==> src/rtl/instr_enc_pkg.sv <==
// Shared format codes, opcode constants and request record for the RV32I instruction encoder.
package instr_enc_pkg;

  typedef enum logic [2:0] {
    FMT_R   = 3'd0,
    FMT_I   = 3'd1,
    FMT_ISH = 3'd2,
    FMT_S   = 3'd3,
    FMT_B   = 3'd4
  } fmt_e;

  localparam logic [6:0] OP_IMM = 7'b0010011;
  localparam logic [6:0] LOAD   = 7'b0000011;
  localparam logic [6:0] STORE  = 7'b0100011;
  localparam logic [6:0] BRANCH = 7'b1100011;

  typedef struct packed {
    logic [2:0]  fmt;
    logic [6:0]  opcode;
    logic [2:0]  funct3;
    logic [6:0]  funct7;
    logic [4:0]  rd;
    logic [4:0]  rs1;
    logic [4:0]  rs2;
    logic [31:0] imm;
  } req_t;

  function automatic logic in_range(input logic [31:0] v, input int lo, input int hi);
    return ($signed(v) >= lo) && ($signed(v) <= hi);
  endfunction

endpackage

==> src/rtl/instr_encoder_imm_pack.sv <==
// Combinational field packer: builds the 32-bit instruction word and flags out-of-range immediates.
module imm_pack
  import instr_enc_pkg::*;
(
  input  req_t        req,
  output logic [31:0] instr,
  output logic        legal
);

  always_comb begin
    instr = '0;
    legal = 1'b0;
    case (req.fmt)
      FMT_R: begin
        instr = {req.funct7, req.rs2, req.rs1, req.funct3, req.rd, req.opcode};
        legal = 1'b1;
      end
      FMT_I: begin
        instr = {req.imm[11:0], req.rs1, req.funct3, req.rd, req.opcode};
        legal = in_range(req.imm, -2048, 2047);
      end
      FMT_ISH: begin
        instr = {req.funct7, req.imm[4:0], req.rs1, req.funct3, req.rd, req.opcode};
        legal = in_range(req.imm, 0, 31);
      end
      FMT_S: begin
        instr = {req.imm[11:5], req.rs2, req.rs1, req.funct3, req.imm[4:0], req.opcode};
        legal = in_range(req.imm, -2048, 2047);
      end
      FMT_B: begin
        instr = {req.imm[12], req.imm[10:5], req.rs2, req.rs1, req.funct3,
                 req.imm[4:1], req.imm[11], req.opcode};
        legal = in_range(req.imm, -4096, 4094) && !req.imm[0];
      end
      default: begin
        instr = '0;
        legal = 1'b0;
      end
    endcase
  end

endmodule

==> src/rtl/instr_encoder.sv <==
// Two-stage valid/ready encoder: S1 holds request fields, S2 holds the packed word for the preload path.
module instr_encoder
  import instr_enc_pkg::*;
#(
  parameter logic [31:0] ADDR_BASE = 32'h0,
  parameter int unsigned DEPTH     = 256
) (
  input  logic        clk_i,
  input  logic        rst_n_i,
  input  logic        clear_i,
  input  logic        in_valid_i,
  output logic        in_ready_o,
  input  logic [2:0]  fmt_i,
  input  logic [6:0]  opcode_i,
  input  logic [2:0]  funct3_i,
  input  logic [6:0]  funct7_i,
  input  logic [4:0]  rd_i,
  input  logic [4:0]  rs1_i,
  input  logic [4:0]  rs2_i,
  input  logic [31:0] imm_i,
  output logic        out_valid_o,
  input  logic        out_ready_i,
  output logic [31:0] out_instr_o,
  output logic [31:0] out_addr_o,
  output logic        err_o,
  output logic [7:0]  err_cnt_o
);

  localparam int unsigned IDX_W = (DEPTH > 1) ? $clog2(DEPTH) : 1;
  localparam logic [IDX_W-1:0] LAST = IDX_W'(DEPTH - 1);

  req_t             req_in;
  req_t             s1_req;
  logic             s1_valid;
  logic             s2_valid;
  logic [31:0]      s2_instr;
  logic [IDX_W-1:0] idx;
  logic             err;
  logic [7:0]       err_cnt;
  logic [31:0]      packed_instr;
  logic             packed_legal;
  logic             out_fire;
  logic             s1_adv;
  logic             accept;

  always_comb begin
    req_in        = '0;
    req_in.fmt    = fmt_i;
    req_in.opcode = opcode_i;
    req_in.funct3 = funct3_i;
    req_in.funct7 = funct7_i;
    req_in.rd     = rd_i;
    req_in.rs1    = rs1_i;
    req_in.rs2    = rs2_i;
    req_in.imm    = imm_i;
  end

  imm_pack u_imm_pack (
    .req   (s1_req),
    .instr (packed_instr),
    .legal (packed_legal)
  );

  // S1 may move even when S2 is full, provided S2 drains this same cycle.
  assign out_fire   = s2_valid && out_ready_i;
  assign s1_adv     = s1_valid && (!s2_valid || out_ready_i);
  assign in_ready_o = !clear_i && (!s1_valid || s1_adv);
  assign accept     = in_valid_i && in_ready_o;

  always_ff @(posedge clk_i or negedge rst_n_i) begin
    if (!rst_n_i) begin
      s1_valid <= 1'b0;
      s1_req   <= '0;
      s2_valid <= 1'b0;
      s2_instr <= '0;
      idx      <= '0;
      err      <= 1'b0;
      err_cnt  <= '0;
    end else if (clear_i) begin
      s1_valid <= 1'b0;
      s2_valid <= 1'b0;
      idx      <= '0;
      err      <= 1'b0;
      err_cnt  <= '0;
    end else begin
      if (accept) begin
        s1_valid <= 1'b1;
        s1_req   <= req_in;
      end else if (s1_adv) begin
        s1_valid <= 1'b0;
      end

      // Rejected requests are consumed here: S2 stays empty and only the error state moves.
      if (s1_adv) begin
        s2_valid <= packed_legal;
        if (packed_legal) begin
          s2_instr <= packed_instr;
        end else begin
          err <= 1'b1;
          if (err_cnt != '1) err_cnt <= err_cnt + 8'd1;
        end
      end else if (out_fire) begin
        s2_valid <= 1'b0;
      end

      if (out_fire) idx <= (idx == LAST) ? '0 : idx + IDX_W'(1);
    end
  end

  assign out_valid_o = s2_valid;
  assign out_instr_o = s2_instr;
  assign out_addr_o  = ADDR_BASE + (32'(idx) << 2);
  assign err_o       = err;
  assign err_cnt_o   = err_cnt;

endmodule
==> config.mk <==
export PLATFORM = sky130hd
export DESIGN_NAME = instr_encoder
export DESIGN_NICKNAME = d
export VERILOG_FILES = /design/src/rtl/instr_enc_pkg.sv /design/src/rtl/instr_encoder_imm_pack.sv /design/src/rtl/instr_encoder.sv
export SDC_FILE = /design/constraint.sdc
export NUM_CORES = 1
export LEC_CHECK = 0
export BUFFER_PORTS_ARGS = -buffer_cell sky130_fd_sc_hd__buf_2
export CELL_PAD_IN_SITES_DETAIL_PLACEMENT = 0
export CELL_PAD_IN_SITES_GLOBAL_PLACEMENT = 1
export CORE_MARGIN = 2
export CORE_UTILIZATION = 42
export CTS_CLUSTER_SIZE = 8
export DETAILED_ROUTE_END_ITERATION = 10
export GPL_ROUTABILITY_DRIVEN = 0
export PLACE_DENSITY_LB_ADDON = 0.1
export SYNTH_ARGS = -nofsm -noshare
export SYNTH_HDL_FRONTEND = slang
export SYNTH_SLANG_ARGS = --single-unit
==> constraint.sdc <==
create_clock -name clk_i -period 2.89 [get_ports clk_i]
set_input_delay 0.289 -clock clk_i [delete_from_list [all_inputs] [get_ports clk_i]]
set_output_delay 0.289 -clock clk_i [all_outputs]
set_load 0.03 [all_outputs]
==> results of run 1 <==
final cells by class:
type / count / area, µm² / area share (%)
sequential: 118 / 2950 / 41.4
multi-input combinational: 336 / 2520 / 35.4
timing repair buffer: 135 / 736 / 10.3
clock buffer: 24 / 512 / 7.18
tap: 176 / 220 / 3.09
clock inverter: 8 / 118 / 1.65
inverter: 18 / 67.6 / 0.948
synthesized netlist by cell type, drive strengths merged (4+ instances only):
| cell type | n |
|---|---|
| nand2b | 5 |
| o22ai | 7 |
| clkbuf | 15 |
| inv | 18 |
| buf | 33 |
| nand4 | 7 |
| dfrtp | 118 |
| nor2b | 28 |
| mux2i | 16 |
| a22oi | 5 |
| o21ai | 14 |
| nor2 | 19 |
| mux2 | 95 |
| nor3 | 4 |
| nand2 | 40 |
| nor4 | 11 |
| a21oi | 19 |
| nand3 | 6 |
| a31oi | 9 |
power by group:
| part | internal, mW | switching (mW) |
|---|---|---|
| Combinational | 0.349 | 0.432 |
| Clock | 1.49 | 0.726 |
| Sequential | 1.84 | 0.147 |
metrics by stage:
stage / power (mW) / setup WS (ns) / cell area [µm²]
CTS: 5.04 / 0.483 / 7130
floorplan: 2.55 / 0.623 / 5830
detailed placement: 2.80 / 0.482 / 6500
finish: 4.98 / 0.461 / 7130
global route: 5.23 / 0.294 / 7130
global placement: 2.78 / 0.514 / 6500
flip-flops by register name, indices dropped and copies added (netlist names):
register	count
err_cnt_o	8
err_o	1
idx	8
out_instr_o	32
out_valid_o	1
s1_req	67
s1_valid	1
worst paths after layout:
kind | start | end | cells past startpoint
max | s1_req[5]$_DFFE_PN0P_ | out_instr_o[15]$_DFFE_PN0P_ | 7
min | rst_n_i | out_instr_o[16]$_DFFE_PN0P_ | 1
max reg2reg | s1_req[5]$_DFFE_PN0P_ | out_instr_o[15]$_DFFE_PN0P_ | 7
min reg2reg | s1_req[59]$_DFFE_PN0P_ | s1_req[59]$_DFFE_PN0P_ | 1
max in group asynchronous | rst_n_i | idx[0]$_DFFE_PN0P_ | 2
min in group clk_i | rs2_i[1] | s1_req[33]$_DFFE_PN0P_ | 2
critical path: cells and delay by family, from the launching register on:
family | cells | cell delay [ns]
DFF | 1 | 0.40
and+or+nand+nor | 2 | 0.52
muxes | 1 | 0.13
buffers and inverters | 2 | 0.54
AOI/OAI and AO/OA | 2 | 0.70
per-layer routing:
metal	vias up	share of wire, %	GRT usage [%]
met5	-	0	0
met3	12	5.7	4.89
met2	123	47	28.3
met4	0	1.5	6.98
li1	1959	-	-
met1	2020	46	25.6
cells by family after synthesis:
kind of cell               synth area share, %
xor gates and xnor gates                 0.458
muxes                                     22.3
AOI/OAI and AO/OA                         7.49
adders and majority gates                0.436
other                                   0.0653
DFF                                       51.4
and+or+nand+nor                           11.5
buffers and inverters                     6.27
==> impl_metrics.csv, run 1 <==
group,metric,value,unit
cells_and_area,final_nets,700,
clocking,cts_sinks,118,
critical_path,cp-start-kind,"flip-flop",
floorplan,core,13300,µm²
sta,maxSlewViolCount,0,
min_path,hold_path_class,"in -> async",
clocking,clockRootBuffer,"clkbuf_16",
cells_and_area,final_common_cell,"buf_2",
critical_path,arrival,2.72,ns
sta,relSlewSlack,27.2,%
critical_path,reg2reg_slack,0.46,ns
cells_and_area,areaGrowthSynthToFinish,24.1,%
cells_and_area,n_antenna_cell,0,
cells_and_area,layout-drive-gt1-share,41.6,%
logic_synthesis,synth.avg_cell_area,11.6,µm²
logic_synthesis,ys_top_cells_by_area,"dfrtp_1 (51%), mux2_2 (16%), mux2_4 (3.7%)",
critical_path,cp_slowest_cell,"a311oi_4",
logic_synthesis,yosysTopAreaCell,"dfrtp_1",
drt,post_drt_wl_per_cell,15.7,µm
sta,grt_setup_unrepaired,"no",
placed_design,place_inst,783,
clocking,clk_latency,0.41,ns
logic_synthesis,yosysUniqueCellTypes,46,
floorplan,die_x,121,µm
clocking,hold_buffers,0,
global_routing,grt_pass1_wl,20900,µm
critical_path,required,3.18,ns
clocking,clockBufferDepth,2,
critical_path,cp-end-kind,"flip-flop",
placed_design,io_buffers,122,
floorplan,die_h,121,µm
critical_path,cpPeakStageDelay,0.60,ns
global_routing,grt_pass1_vias,4062,
sta,max_freq,412,MHz
logic_synthesis,synthesis.area,5740,µm²
pwr,power_density,698,nW/µm²
clocking,cts_made_buffers,17,
pwr,irDropWorstVdd,0.000392,V
drt,drt_pass1_iterations,4,
clocking,postCtsSetupBuffers,0,
drt,routed_wirelength,12800,µm
sta,fin_crit_sh,84.0,%
global_routing,grt_max_degree,73,
clocking,cts-resized-gates,0,
job,drv_cap,0,
logic_synthesis,synthArstFlopShare,100,%
global_routing,grt_antenna_before_repair,0,
cells_and_area,mostFrequentLayoutCells,"buf_2 (121), dfrtp_1 (118), mux2_2 (81)",
floorplan,boundaryPins,147,
run_status,status,"completed",
clocking,htree_levels,4,
sta,min_period,2.43,ns
clocking,cts.reportedPaths.clkPinSlew,0.05,ns
drt,drtIter0Drc,264,
sta,worst_slew_pin_slew,1.08,ns
drt,via_per_inst,5.05,
logic_synthesis,synth_ff_type,"dfrtp_1",
sta,hold_viol_final,0,
global_routing,grt_usage,18.6,%
logic_synthesis,synth-edff-count,0,
cells_and_area,layout.cells.non_filler,815,
logic_synthesis,ys_warn_count,0,
logic_synthesis,synthCells,497,
clocking,cts_tree,"yes",
logic_synthesis,seq_area_frac_synth,51.4,%
pwr,p_leak,3.55,nW
sta,setup_viol,0,
logic_synthesis,synth_top_area_share,51.4,%
critical_path,crit_path_cell_trace,"nor4_1 > nand4_1 > a311oi_4 > o21ai_4 > buf_4 > buf_4 > mux2i_1",
drt,drc,0,
cells_and_area,utilization,53.6,%
floorplan,dieArea,14600,µm²
sta,hold_slack,0.00984,ns
cells_and_area,fill_cells,1224,
critical_path,crit_type,"reg -> reg",
sta,skew,0.00578,ns
placed_design,hpwl,9040,µm
sta,setup-tns-final,0,ns
critical_path,cp_max_fo,23,
floorplan,rows,42,
critical_path,crit_top_cell,"buf_4",
logic_synthesis,synth_seq_cells,118,
drt,vias,4114,
floorplan,initial_core_util,43.2,%
global_routing,gr-total-overflow,0,
drt,antenna_left,0,
(Power assumes the default switching activity.)
==> run 2: changes to the inputs <==
==> constraint.sdc (replaced) <==
create_clock -name clk_i -period 2.4 [get_ports clk_i]
set_input_delay 0.24 -clock clk_i [delete_from_list [all_inputs] [get_ports clk_i]]
set_output_delay 0.24 -clock clk_i [all_outputs]
set_load 0.03 [all_outputs]
==> impl_metrics.csv, run 2 (same netlist as run 1, synthesis figures left out) <==
group,metric,value,unit
run_status,status,"completed",
floorplan,initial_core_util,43.2,%
cells_and_area,mostFrequentLayoutCells,"buf_2 (121), dfrtp_1 (118), mux2_2 (81)",
sta,maxSlewViolCount,0,
placed_design,hpwl,8910,µm
global_routing,grt_usage,19.2,%
floorplan,die_x,121,µm
drt,routed_wirelength,13100,µm
pwr,irDropWorstVdd,0.000446,V
clocking,clk_latency,0.42,ns
sta,grt_setup_unrepaired,"yes",
drt,drt_pass1_iterations,4,
floorplan,die_h,121,µm
clocking,cts_tree,"yes",
critical_path,cp-end-kind,"flip-flop",
floorplan,dieArea,14600,µm²
global_routing,gr-total-overflow,0,
placed_design,io_buffers,122,
cells_and_area,final_common_cell,"buf_2",
sta,min_period,2.29,ns
drt,post_drt_wl_per_cell,15.8,µm
drt,antenna_left,0,
min_path,hold_path_class,"in -> reg",
clocking,cts.reportedPaths.clkPinSlew,0.06,ns
cells_and_area,regMostFlops,"s1_req",
placed_design,place_inst,794,
global_routing,grt_max_degree,48,
cells_and_area,areaGrowthSynthToFinish,25.3,%
critical_path,required,2.70,ns
cells_and_area,n_antenna_cell,0,
sta,relSlewSlack,38.6,%
cells_and_area,layout-drive-gt1-share,42.3,%
pwr,power_density,819,nW/µm²
drt,drtIter0Drc,234,
clocking,clockBufferDepth,2,
cells_and_area,multiInputGateArea,2530,µm²
cells_and_area,largest_reg_flops,67,
pwr,p_leak,3.60,nW
critical_path,arrival,2.59,ns
clocking,cts_made_buffers,17,
global_routing,grt_pass1_vias,4114,
clocking,cts-resized-gates,0,
clocking,htree_levels,4,
sta,worst_slew_pin_slew,0.921,ns
cells_and_area,final_nets,713,
drt,via_per_inst,5.07,
job,drv_cap,0,
cells_and_area,regArea,2950,µm²
drt,vias,4195,
sta,skew,0.00714,ns
critical_path,cp-start-kind,"flip-flop",
sta,hold_viol_final,0,
sta,setup_viol,0,
sta,max_freq,436,MHz
placed_design,pre_cts_ws,-0.121,ns
critical_path,crit_type,"reg -> reg",
floorplan,boundaryPins,147,
clocking,cts_sinks,118,
floorplan,core,13300,µm²
floorplan,rows,42,
sta,fin_ws,0.109,ns
clocking,postCtsSetupBuffers,0,
critical_path,cp_max_fo,11,
sta,fin_crit_sh,95.5,%
global_routing,grt_antenna_before_repair,0,
clocking,clockRootBuffer,"clkbuf_16",
cells_and_area,fill_cells,1213,
cells_and_area,layout.cells.non_filler,828,
global_routing,grt_pass1_wl,21600,µm
drt,drc,0,
## run 2: critical path, cell delays in order, from the launching register on
cell and delay (ns):
dfrtp_1 0.41, nor4_1 0.33, nand4_1 0.20, a311oi_4 0.48, o21ai_2 0.35, mux2_4 0.39
## run 2: cell type report
cell class / count / share of cell area (%)
inverter: 18 / 0.939
sequential: 118 / 41.1
timing repair buffer: 147 / 11.5
clock buffer: 22 / 6.45
multi-input combinational: 337 / 35.2
tap: 176 / 3.06
clock inverter: 10 / 1.77
## run 2: final timing paths
| path | start | to | slack [ns] | depth (start not counted) |
|---|---|---|---|---|
| setup / recovery | s1_req[5]$_DFFE_PN0P_ | out_instr_o[26]$_DFFE_PN0P_ | 0.11 | 5 |
| hold / removal | imm_i[1] | s1_req[1]$_DFFE_PN0P_ | 0.05 | 2 |
| setup reg to reg | s1_req[5]$_DFFE_PN0P_ | out_instr_o[26]$_DFFE_PN0P_ | 0.11 | 5 |
| hold reg to reg | s1_req[50]$_DFFE_PN0P_ | s1_req[50]$_DFFE_PN0P_ | 0.50 | 1 |
| max in group asynchronous | rst_n_i | s1_req[19]$_DFFE_PN0P_ | 1.23 | 3 |
| min in group asynchronous | rst_n_i | idx[6]$_DFFE_PN0P_ | 0.38 | 2 |
## run 2: power breakdown
| part | total [mW] | internal, mW | switching, mW |
|---|---|---|---|
| clock | 2.53 | 1.67 | 0.856 |
| combinational | 0.984 | 0.449 | 0.535 |
| sequential | 2.38 | 2.22 | 0.166 |
| total | 5.89 | 4.34 | 1.56 |
## run 2: per-layer routing
layer	vias to the layer above	share of wire (%)	global-route usage [%]
met4	0	1.9	7.92
met2	127	46	28.8
met1	2064	47	26.5
met3	20	5.8	4.75
met5	-	0	0
li1	1984	-	-
## run 2: repair_timing
action	CTS	global route
endpoints found under the hold margin	43	0
gates cloned	1	0
pin swaps	1	0
hold buffers	1	0
setup endpoints to repair	11	4
## run 2: metrics by stage
step / hold slack [ns] / util (%) / instance area, µm² / TNS [ns] / power [mW]
floorplan: -0.0556 / - / 5830 / 0 / 3.07
global placement: 0.288 / 49.5 / 6580 / -0.412 / 3.38
detailed placement: 0.292 / 49.5 / 6580 / -1.01 / 3.40
CTS: 0.0357 / 54.1 / 7190 / 0 / 5.96
global route: 0.0376 / 54.1 / 7190 / -0.00245 / 6.19
finish: 0.0514 / 54.1 / 7190 / 0 / 5.89
